[config.mk]
export PLATFORM = sky130hd
export DESIGN_NAME = riscv_ifq
export DESIGN_NICKNAME = d
export VERILOG_FILES = /design/src/rtl/riscv_pkg.sv /design/src/rtl/riscv_ifq_fifo.sv /design/src/rtl/riscv_ifq.sv
export SDC_FILE = /design/constraint.sdc
export NUM_CORES = 1
export LEC_CHECK = 0
export CAP_MARGIN = 15
export CORE_ASPECT_RATIO = 1.5
export CORE_UTILIZATION = 55
export CTS_CLUSTER_DIAMETER = 40
export DETAILED_ROUTE_END_ITERATION = 16
export PLACE_DENSITY_LB_ADDON = 0.1
export SETUP_SLACK_MARGIN = 0.4
export SLEW_MARGIN = 10
export SYNTH_ARGS = -nofsm -noshare
export SYNTH_HDL_FRONTEND = slang
export SYNTH_SLANG_ARGS = --single-unit
[constraint.sdc]
create_clock -name clock -period 4.9 [get_ports clock]
set_input_delay 0.735 -clock clock [delete_from_list [all_inputs] [get_ports clock]]
set_output_delay 0.735 -clock clock [all_outputs]
set_load 0.02 [all_outputs]
[src/rtl/riscv_pkg.sv]
// Shared definitions for the instruction fetch queue.
//   ifq_entry_s  : one queued instruction (address, data, RVC and illegal flags)
//   ILEN_C/ILEN_W: address increments for compressed / full-width instructions
//   RVC_OPC_FULL : low-bit opcode pattern that marks a 32-bit instruction
//   make_entry() : builds an entry from raw fetch data and derives its flags
package riscv_pkg;

  typedef struct packed {
    logic [31:0] addr;
    logic [31:0] data;
    logic        compressed;
    logic        illegal;
  } ifq_entry_s;

  localparam logic [31:0] ILEN_C       = 32'd2;
  localparam logic [31:0] ILEN_W       = 32'd4;
  localparam logic [1:0]  RVC_OPC_FULL = 2'b11;

  // Upper halfword is zeroed for compressed instructions so decode never
  // sees stale fetch bits there.
  function automatic ifq_entry_s make_entry(input logic [31:0] addr,
                                            input logic [31:0] data);
    ifq_entry_s e;
    e.addr       = addr;
    e.compressed = (data[1:0] != RVC_OPC_FULL);
    e.illegal    = (data[15:0] == 16'h0000);
    e.data       = e.compressed ? {16'h0000, data[15:0]} : data;
    return e;
  endfunction

endpackage

[src/rtl/riscv_ifq_fifo.sv]
// Generic DEPTH-entry FIFO storage with pointers and occupancy count.
//   clock, reset    : rising-edge clock, async active-low reset
//   clr             : synchronous clear of pointers and count
//   push/wdata      : write one entry (caller guarantees !full)
//   pop/rdata       : drop head entry (caller guarantees !empty); rdata = head
//   count/empty/full: registered occupancy status
// Storage itself is not reset; only pointers and count are.
module riscv_ifq_fifo
  import riscv_pkg::*;
#(
  parameter  int  DEPTH   = 4,
  parameter  type entry_t = ifq_entry_s,
  localparam int  CNT_W   = $clog2(DEPTH) + 1,
  localparam int  PTR_W   = $clog2(DEPTH)
) (
  input  logic             clock,
  input  logic             reset,
  input  logic             clr,
  input  logic             push,
  input  entry_t           wdata,
  input  logic             pop,
  output entry_t           rdata,
  output logic [CNT_W-1:0] count,
  output logic             empty,
  output logic             full
);

  entry_t           mem_q [DEPTH];
  logic [PTR_W-1:0] wptr_q, wptr_d;
  logic [PTR_W-1:0] rptr_q, rptr_d;
  logic [CNT_W-1:0] count_q, count_d;

  // Pointers are exactly log2(DEPTH) bits, so increments wrap naturally.
  always_comb begin
    wptr_d  = wptr_q;
    rptr_d  = rptr_q;
    count_d = count_q;
    if (clr) begin
      wptr_d  = '0;
      rptr_d  = '0;
      count_d = '0;
    end else begin
      if (push) wptr_d = wptr_q + PTR_W'(1);
      if (pop)  rptr_d = rptr_q + PTR_W'(1);
      unique case ({push, pop})
        2'b10:   count_d = count_q + CNT_W'(1);
        2'b01:   count_d = count_q - CNT_W'(1);
        default: count_d = count_q;
      endcase
    end
  end

  always_ff @(posedge clock or negedge reset) begin
    if (!reset) begin
      wptr_q  <= '0;
      rptr_q  <= '0;
      count_q <= '0;
    end else begin
      wptr_q  <= wptr_d;
      rptr_q  <= rptr_d;
      count_q <= count_d;
    end
  end

  always_ff @(posedge clock) begin
    if (push && !clr) mem_q[wptr_q] <= wdata;
  end

  assign rdata = mem_q[rptr_q];
  assign count = count_q;
  assign empty = (count_q == '0);
  assign full  = (count_q == CNT_W'(DEPTH));

endmodule

[src/rtl/riscv_ifq.sv]
// Instruction fetch queue between fetch unit and decode.
//   clock, reset      : rising-edge clock, async active-low reset
//   ifu_vld/addr/data : instruction from fetch; ifu_rdy = queue can accept
//   flush             : discard queue contents and sequence state
//   dec_vld/rdy       : head handshake to decode; dec_addr/data/compressed/
//                       illegal describe the head entry
//   ifq_count         : occupancy 0..DEPTH
//   seq_err           : sticky flag, a non-sequential address was enqueued
// Optional macro RISCV_IFQ_BYPASS_EN: when the queue is empty, the incoming
// instruction is presented to decode in the same cycle and, if taken, never
// written to storage.
module riscv_ifq
  import riscv_pkg::*;
#(
  parameter  int DEPTH = 4,
  localparam int CNT_W = $clog2(DEPTH) + 1
) (
  input  logic             clock,
  input  logic             reset,
  input  logic             ifu_vld,
  input  logic [31:0]      ifu_addr,
  input  logic [31:0]      ifu_data,
  output logic             ifu_rdy,
  input  logic             flush,
  output logic             dec_vld,
  input  logic             dec_rdy,
  output logic [31:0]      dec_addr,
  output logic [31:0]      dec_data,
  output logic             dec_compressed,
  output logic             dec_illegal,
  output logic [CNT_W-1:0] ifq_count,
  output logic             seq_err
);

  ifq_entry_s in_e, head_e, fifo_e;
  logic       empty, full, push, pop, enq;
  logic       rdy_q;
  logic       exp_vld_q, exp_vld_d;
  logic [31:0] exp_addr_q, exp_addr_d;
  logic       seq_err_q, seq_err_d;

  assign in_e = make_entry(ifu_addr, ifu_data);

  // rdy_q holds ifu_rdy low through reset and rises one edge after release.
  // Readiness uses the registered count only, so a full queue will not
  // admit an enqueue even when decode drains in the same cycle.
  assign ifu_rdy = rdy_q & ~full & ~flush;
  assign enq     = ifu_vld & ifu_rdy;

`ifdef RISCV_IFQ_BYPASS_EN
  logic byp;
  assign byp     = empty & ifu_vld & rdy_q & ~flush;
  assign dec_vld = (~empty | byp) & ~flush;
  assign head_e  = empty ? in_e : fifo_e;
  // A bypassed instruction taken by decode is never written.
  assign push    = enq & ~(byp & dec_rdy);
  assign pop     = ~empty & dec_vld & dec_rdy;
`else
  assign dec_vld = ~empty & ~flush;
  assign head_e  = fifo_e;
  assign push    = enq;
  assign pop     = dec_vld & dec_rdy;
`endif

  riscv_ifq_fifo #(.DEPTH(DEPTH), .entry_t(ifq_entry_s)) u_fifo (
    .clock (clock),
    .reset (reset),
    .clr   (flush),
    .push  (push),
    .wdata (in_e),
    .pop   (pop),
    .rdata (fifo_e),
    .count (ifq_count),
    .empty (empty),
    .full  (full)
  );

  // Sequence checker: every enqueue, bypassed or not, predicts the next
  // address; a mismatch against a valid prediction sets the sticky error.
  always_comb begin
    exp_vld_d  = exp_vld_q;
    exp_addr_d = exp_addr_q;
    seq_err_d  = seq_err_q;
    if (flush) begin
      exp_vld_d = 1'b0;
      seq_err_d = 1'b0;
    end else if (enq) begin
      if (exp_vld_q && (ifu_addr != exp_addr_q)) seq_err_d = 1'b1;
      exp_addr_d = ifu_addr + (in_e.compressed ? ILEN_C : ILEN_W);
      exp_vld_d  = 1'b1;
    end
  end

  always_ff @(posedge clock or negedge reset) begin
    if (!reset) begin
      rdy_q      <= 1'b0;
      exp_vld_q  <= 1'b0;
      exp_addr_q <= '0;
      seq_err_q  <= 1'b0;
    end else begin
      rdy_q      <= 1'b1;
      exp_vld_q  <= exp_vld_d;
      exp_addr_q <= exp_addr_d;
      seq_err_q  <= seq_err_d;
    end
  end

  assign dec_addr       = head_e.addr;
  assign dec_data       = head_e.data;
  assign dec_compressed = head_e.compressed;
  assign dec_illegal    = head_e.illegal;
  assign seq_err        = seq_err_q;

endmodule

==> Word level (Yosys, flattened, before mapping) <==
Memories as Yosys holds them, arrays and structs flattened.
Cells that the tools add are included.
{ "word_totals": {"output_inout_bits": 72, "register_bits": 42, "n_memories": 1, "mem_bits_rw": 264} }
{ "memory_table": {"columns": ["memory", "words", "word_bits", "read_ports", "rd_ports_with_merged_regs", "write_ports", "line", "text"], "rows": [
  ["u_fifo.mem_q", 4, 66, 1, 0, 1, "riscv_ifq_fifo.sv:28", "entry_t mem_q [DEPTH];"]
]} }
{ "classes": {"eq_ne": 5, "add_sub_neg": 5, "muxes": 15, "n_reduce_logical": 11, "n_bitwise": 8} }
{ "op_table": {"columns": ["operator", "count"], "rows": [
  ["$add A32 B3 Y32", 1],
  ["$mux W32", 1],
  ["$ne A32 B32 Y1", 1],
  ["$logic_not A16 Y1", 1],
  ["$mux W2", 4],
  ["$mux W1", 7],
  ["$mux W3", 2],
  ["$pmux W3 S2", 1],
  ["$reduce_bool A2 Y1", 3],
  ["$and A1 B1 Y1", 5],
  ["$add A2 B1 Y2 const B", 2],
  ["$reduce_and A2 Y1", 2],
  ["$add A3 B1 Y3 const B", 1],
  ["$eq A3 B3 Y1 const B", 1],
  ["$logic_not A3 Y1", 1],
  ["$not A1 Y1", 3],
  ["$reduce_bool A3 Y1", 1],
  ["$sub A3 B1 Y3 const B", 1],
  ["$eq A2 B1 Y1 const B", 1],
  ["$eq A2 B2 Y1 const B", 1],
  ["$logic_and A1 B1 Y1", 2],
  ["$ne A2 B2 Y1 const B", 1],
  ["$logic_not A1 Y1", 1]
]} }

==> Logic depth before layout (Yosys ltp) <==
Gate-level depths: netlist (run 1).
{ "depth": {"word_depth": 8, "ltp_mapped": 10, "depth_no_buf": 9} }

==> Hierarchy <==
A second synthesis (run 1) with hierarchy kept.
{ "hier_totals": {"cells_unflattened": 682, "area_unflattened_um2": 12410.7} }
{ "by_module_without_submodules": {"columns": ["mod", "n_inst", "cells_per_inst", "area_each_um2", "seq_area_each_um2"], "rows": [
  ["riscv_ifq_fifo", 1, 388, 9982.1, 8102.8],
  ["riscv_ifq", 1, 294, 2428.6, 875.8]
]} }

==> Least setup slack after synthesis (run 1) <==
No wires, ideal clock.
{ "synth_path": {"path_kind": "input -> register", "start": "in flush", "end": "mem u_fifo.mem_q[0][0] (netlist bit) (enable)", "path_buffers": 1, "cell_stages": 4, "required_time_ns": 4.469, "t_arrival_ns": 3.104, "setup_ns": 0.431, "setup_slack_ns": 1.365, "path_cell_list": "nand2b_4 a211oi_4 clkbuf_1 and2_1"} }
{ "synth_between": {"elab_chain_len": 6, "word_cells_on_any_way": 7, "cone_classes": "mux (2); bitwise (3); reduce/logical (2)"} }
{ "synth_rtl": {"columns": ["item", "line", "text"], "rows": [
  ["start: declaration", "riscv_ifq.sv:24", "input logic flush,"],
  ["$not A1 Y1 (no line)", null, null],
  ["$and A1 B1 Y1", "riscv_ifq.sv:47", "assign ifu_rdy = rdy_q & ~full & ~flush;"],
  ["$and A1 B1 Y1", "riscv_ifq.sv:48", "assign enq = ifu_vld & ifu_rdy;"],
  ["$logic_and A1 B1 Y1 (*)", "riscv_ifq_fifo.sv:66", "if (push && !clr) mem_q[wptr_q] <= wdata;"],
  ["$mux W1 (*)", "riscv_ifq_fifo.sv:66", null],
  ["$mux W1 (not written as such) (*)", "riscv_ifq_fifo.sv:66", null],
  ["end: declaration", "riscv_ifq_fifo.sv:28", null]
]} }
Every way passes the cells marked *; elsewhere a longest branch is shown, timed or not.

==> Worst setup path in the final report (run 1) <==
{ "layout_path": {"start": "reg u_fifo.rptr_q[0]", "end": "out dec_data[28]"} }
{ "layout_between": {"elab_chain_len": 1} }
{ "layout_rtl": {"columns": ["item", "line", "text"], "rows": [
  ["start: declaration", "riscv_ifq_fifo.sv:30", "logic [PTR_W-1:0] rptr_q, rptr_d;"],
  ["start signal: assignment", "riscv_ifq_fifo.sv:60", "rptr_q <= rptr_d;"],
  ["$mem_v2 Z4 W66", null, null],
  ["end: declaration", "riscv_ifq.sv:28", "output logic [31:0] dec_data,"]
]} }
Every way passes these cells.

==> metrics, run 1 <==
fin crit period=3.67 ns; largest net degree at the start of global routing=67; Core ar.=21900 um2; post-synthesis adder-cell area fraction=0.929%; DR WL met2=13.3 mm; largest family of logic cells by synthesized area=multiplexers; commonest cells in the netlist=edfxtp_1, mux4_2, xnor2_1, dfrtp_1, nand2_1; ys async rst share=13.7%; CTS sink count=306; RSZ-0062 raised after global routing=no; Root Buffer Master=clkbuf_16; Post-Synth XOR/XNOR Area=4.45%; Setup CP Type=register to output pin; Final Instance Count excl. Fillers=1118; postcts setup bufs=0; Post-Syn Nets=744; # Max-Cap Violations=0; Worst-Skew Late Latency=0.50 ns; flops & latches, synth=306; area delta synth->final=22.8%; Fin. Hold Viols=0; Logic pwr share=20.7%; number of synthesized flops with an enable pin=264; yosys warns=0; status=finished, final reports clean; initial antenna violation count=0; Area after DPL=14100 um2; Ports=141; vias in the first global route=6982; share of cells above drive strength 1=18.2%; CTS Buf Count=34; n_diodes=0; Setup WS pre-CTS=1.40 ns; H-tree depth=2; drt drc=0; Fill cells=1391; Metal-1 WL=9.74 mm; post-synthesis simple-gate area fraction=6.47%; CTS Hold Bufs=0; drt wl/cell=22.3 um; Iteration-0 DRC Markers=500; Final Core Density=69.5%; dpl cells=1059; aggregate routed wire length=24.9 mm; count leader, synth=edfxtp_1; metal3 WL=1.08 mm; Worst Setup Start Kind=register; Core Rows=66; drt pass-1 iters=4; switching pwr=1.91 mW; Final WS setup=1.23 ns; CTS tree=yes; RePlAce Congestion=0.821; P_leak=5.06 nW; register area share after synthesis=72.5%; pwr/cell area=473 nW/um2; GRT Util Overall=22.4%; Die ar.=23100 um2; # nets final=900; sequential share of power=44.9%; top-area cell type share of the netlist area=64.0%; Worst Path Max Fanout=39; Final Cell Area=15200 um2; via count=6495; post-detail-place hpwl=14.9 mm; power after layout=7.20 mW; setup_tns=0 ns; Final Max Slew Viols=0; fmax=0.272 GHz; Vias per Instance=5.81; die span in x=125 um; final worst-path cycle share=75.0%; Final setup viols=0; Synth Area per Inst=18.6 um2; HP Class=input port to asynchronous set/reset pin; clock share of power=34.4%; overflow left after global routing=0; Cells after Synth=667; PostCTS Resize Cnt=0; maximum clock insertion buffer count=3; DIE HEIGHT=186 um; Worst EP required=4.16 ns; Peak VDD IR=0.445 mV; top_reg_cell synth=edfxtp_1; Worst-Margin Slew=1.08 ns; max layer used=met4; clock skew=0.0174 ns; internal power=5.28 mW; cell area after synthesis=12400 um2; Synth area leaders=edfxtp_1, mux4_2, dfrtp_1; post-route ant nets=0; hold_ws=0.405 ns; dominant cell type by area after synthesis=edfxtp_1; first-pass GRT wire length=39.1 mm; Initial Util=56.6%; Setup crit end kind=output pin; Switching Fraction=26.6%; CTS clk-pin slew, worst paths=0.06 ns; buffers added on ports=140; Slew HR=28.2%; Yosys cell types=48; multiplexer share of the synthesized area=12.2%; CP Data Arrival Time=2.94 ns; post-synthesis compound-gate area fraction=2.02%
-- power groups by stage --
| stage | clock network [mW] | registers [mW] | logic [mW] |
|---|---|---|---|
| 2_1_floorplan | 0 | 3.19 | 0.962 |
| 3_3_place_gp | 0 | 3.28 | 1.48 |
| 3_5_place_dp | 0 | 3.29 | 1.51 |
| 4_1_cts | 2.52 | 3.24 | 1.51 |
| 5_1_grt | 2.62 | 3.27 | 1.59 |
| 6_report | 2.48 | 3.23 | 1.49 |
-- metal layers --
| layer | track usage (%) | vias up |
|---|---|---|
| met5 | 0 | - |
| met4 | 9.25 | 0 |
| met3 | 3.85 | 55 |
| met2 | 39.6 | 197 |
| met1 | 27.4 | 3313 |
| li1 | - | 2930 |
-- critical path: stages, from the launching register on --
cell and delay (ns):
dfrtp_4 0.95, buf_12 0.35, mux4_2 0.56, clkdlybuf4s50_1 0.56
-- layout make-up --
class | count | area [um2] | area share, %
clock inverters | 18 | 175 | 1.15
flip-flops and latches | 306 | 8980 | 59.1
repair buffers | 147 | 1490 | 9.77
inverters | 14 | 52.6 | 0.346
multi-input cells | 320 | 3240 | 21.3
clock buffers | 41 | 928 | 6.10
well taps | 272 | 340 | 2.24
-- worst paths after layout --
check / startpoint / end / slack [ns] / depth (start not counted)
worst max-delay path: u_fifo.rptr_q[0] / dec_data[28] / 1.23 / 3
worst min-delay path: reset / exp_addr_q[24] / 0.40 / 1
max in group asynchronous: reset / u_fifo.rptr_q[0] / 3.75 / 1
min in group clock: exp_vld_q / exp_vld_q / 0.50 / 2
worst max register to register: u_fifo.count[0] / u_fifo.mem_q[1][27] / 2.42 / 4
worst min register to register: exp_vld_q / exp_vld_q / 0.50 / 2
-- placed cells by master (no fill, tap or decap), drive strengths merged, types with 8 or more instances in the layout --
cell / Yosys / layout
dfrtp: 42 / 42
xor2: 8 / 8
inv: 14 / 17
nand3: 14 / 14
nor4: 8 / 8
mux4: 66 / 66
a21oi: 8 / 8
edfxtp: 264 / 264
clkbuf: 9 / 41
o21ai: 26 / 26
and3: 20 / 20
nand2: 41 / 41
clkinv: 0 / 10
clkdlybuf4s50: 0 / 139
xnor2: 55 / 55
nor3: 13 / 13
nor2: 16 / 16
buf: 18 / 8
nand4: 10 / 10
-- state kept, by name (all words and copies together) (netlist names) --
register       flops
exp_addr_q        32
exp_vld_q          1
rdy_q              1
seq_err            1
u_fifo.count       3
u_fifo.mem_q     264
u_fifo.rptr_q      2
u_fifo.wptr_q      2
-- cells by family after synthesis --
logic type / Yosys count
buffers and inverters: 41
AOI/OAI and AO/OA: 41
DFF: 306
other: 1
muxes: 68
and+or+nand+nor: 139
xor gates and xnor gates: 63
adders and majority gates: 8
No activity file was read; power rests on OpenSTA's default activity.
==> inputs of run 2 (changes only) <==
clock period = 3.4 ns   (was 4.9 ns; I/O delays follow)
==> metrics, run 2 (synthesized netlist as in run 1, its figures left out) <==
Setup CP Type=register to output pin; clock share of power=33.6%; Final Core Density=70.8%; Crit Reg-Reg Startpoint=u_fifo.count[0]; maximum clock insertion buffer count=3; buffers added on ports=140; flop2flop setup slack=1.19 ns; CTS clk-pin slew, worst paths=0.06 ns; n_diodes=0; fmax=0.342 GHz; CTS Hold Bufs=0; Vias per Instance=5.78; CTS Buf Count=31; P_leak=5.28 nW; Root Buffer Master=clkbuf_16; Worst Setup Start Kind=register; # Max-Cap Violations=0; R2R depth=7; die span in x=125 um; clock skew=0.0112 ns; pwr/cell area=670 nW/um2; Die ar.=23100 um2; Final setup viols=0; Worst-Margin Slew=1.03 ns; Fin. Hold Viols=0; Worst Path Max Fanout=16; switching pwr=2.73 mW; Peak VDD IR=0.547 mV; Final Cell Area=15500 um2; RePlAce Congestion=0.820; Worst EP required=2.89 ns; drt pass-1 iters=5; final worst-path cycle share=86.1%; Final Max Slew Viols=0; Worst-Skew Late Latency=0.54 ns; post-detail-place hpwl=15.4 mm; internal power=7.65 mW; DIE HEIGHT=186 um; vias in the first global route=6955; CTS sink count=306; Core Rows=66; drt drc=0; Switching Fraction=26.3%; Initial Util=56.6%; Ports=141; fin crit period=2.93 ns; post-route ant nets=0; CP Data Arrival Time=2.42 ns; overflow left after global routing=0; initial antenna violation count=0; aggregate routed wire length=24.9 mm; HP Class=input port to asynchronous set/reset pin; Logic pwr share=22.6%; Slew HR=31.4%; Most flops, register=u_fifo.mem_q; Core ar.=21900 um2; RSZ-0062 raised after global routing=no; Setup crit end kind=output pin; sequential share of power=43.9%; commonest non-fill, non-tap cell in the layout=edfxtp_1; # nets final=920; max reg flops=264; share of cells above drive strength 1=20.1%; setup_tns=0 ns; most frequent cells in the layout=edfxtp_1, clkdlybuf4s50_1, mux4_2; Iteration-0 DRC Markers=514; status=finished, final reports clean; power after layout=10.4 mW; CTS tree=yes; via count=6580; drt wl/cell=21.8 um; GRT Util Overall=22.2%; H-tree depth=1; largest net degree at the start of global routing=67; Area after DPL=14300 um2; reg2reg end=u_fifo.count[2]; first-pass GRT wire length=38.9 mm; area delta synth->final=25.0%
run 2: cell types whose count changed in the layout (fill, tap and decap cells not counted), sizes merged:
cell / before / now
clkdlybuf4s50: 139 / 110
bufbuf: 0 / 2
clkinvlp: 3 / 2
clkbuf: 41 / 39
buf: 8 / 29
bufinv: 2 / 4
inv: 17 / 19
dlygate4sd2: 0 / 27
clkinv: 10 / 7
dlymetal6s2s: 0 / 2
run 2: critical path, stage by stage (launching register included):
cell           delay (ns)
dfrtp_4              0.51
buf_4                0.18
bufbuf_16            0.32
mux4_2               0.51
dlygate4sd2_1        0.34
run 2: layer usage:
layer / GRT usage [%] / wire (um)
met5: 0 / 0
met4: 7.81 / 596
met3: 3.02 / 1140
met2: 39.4 / 13300
met1: 28.1 / 9870
run 2: final cells by class:
cell class	instances	area, um2
inverter	14	52.6
multi-input combinational	320	3240
clock buffer	39	846
tap	272	340
fill	1405	6390
sequential	306	8990
clock inverter	18	220
timing repair buffer	170	1800
run 2: power by group through the flow:
| stage | sequential [mW] | combinational, mW | clock (mW) |
|---|---|---|---|
| 3_5_place_dp | 4.66 | 2.27 | 0 |
| 2_1_floorplan | 4.59 | 1.39 | 0 |
| 6_report | 4.56 | 2.34 | 3.49 |
| 5_1_grt | 4.59 | 2.50 | 3.72 |
| 3_3_place_gp | 4.64 | 2.24 | 0 |
| 4_1_cts | 4.57 | 2.36 | 3.56 |
run 2: worst max path at each step:
| stage | startpoint | endpoint | slack, ns | cells past startpoint |
|---|---|---|---|---|
| final | u_fifo.rptr_q[0] | dec_addr[7] | 0.47 | 4 |
| after detailed placement | ifu_addr[1] | exp_addr_q[19] | 0.46 | 9 |
| after global routing | u_fifo.rptr_q[0] | dec_addr[6] | 0.40 | 4 |
| after global placement | ifu_data[0] | exp_addr_q[25] | 0.52 | 10 |
| after floorplan | u_fifo.count[0] | u_fifo.mem_q[0][0] | 0.76 | 4 |
| after CTS | u_fifo.rptr_q[0] | dec_data[14] | 0.35 | 3 |
run 2: repair_timing:
item | in CTS | in global routing
endpoints found under the setup margin | 64 | 19
setup buffers | 5 | 3
gates cloned | 2 | 0
resized for setup | 29 | 2
run 2: through the flow:
step           hold slack, ns  cells  setup slack [ns]
6_report                0.140   1139             0.473
5_1_grt                 0.199   1139             0.402
4_1_cts                 0.140   1136             0.354
3_5_place_dp            0.475   1072             0.464
3_3_place_gp            0.468   1072             0.520
2_1_floorplan           0.214    667             0.756
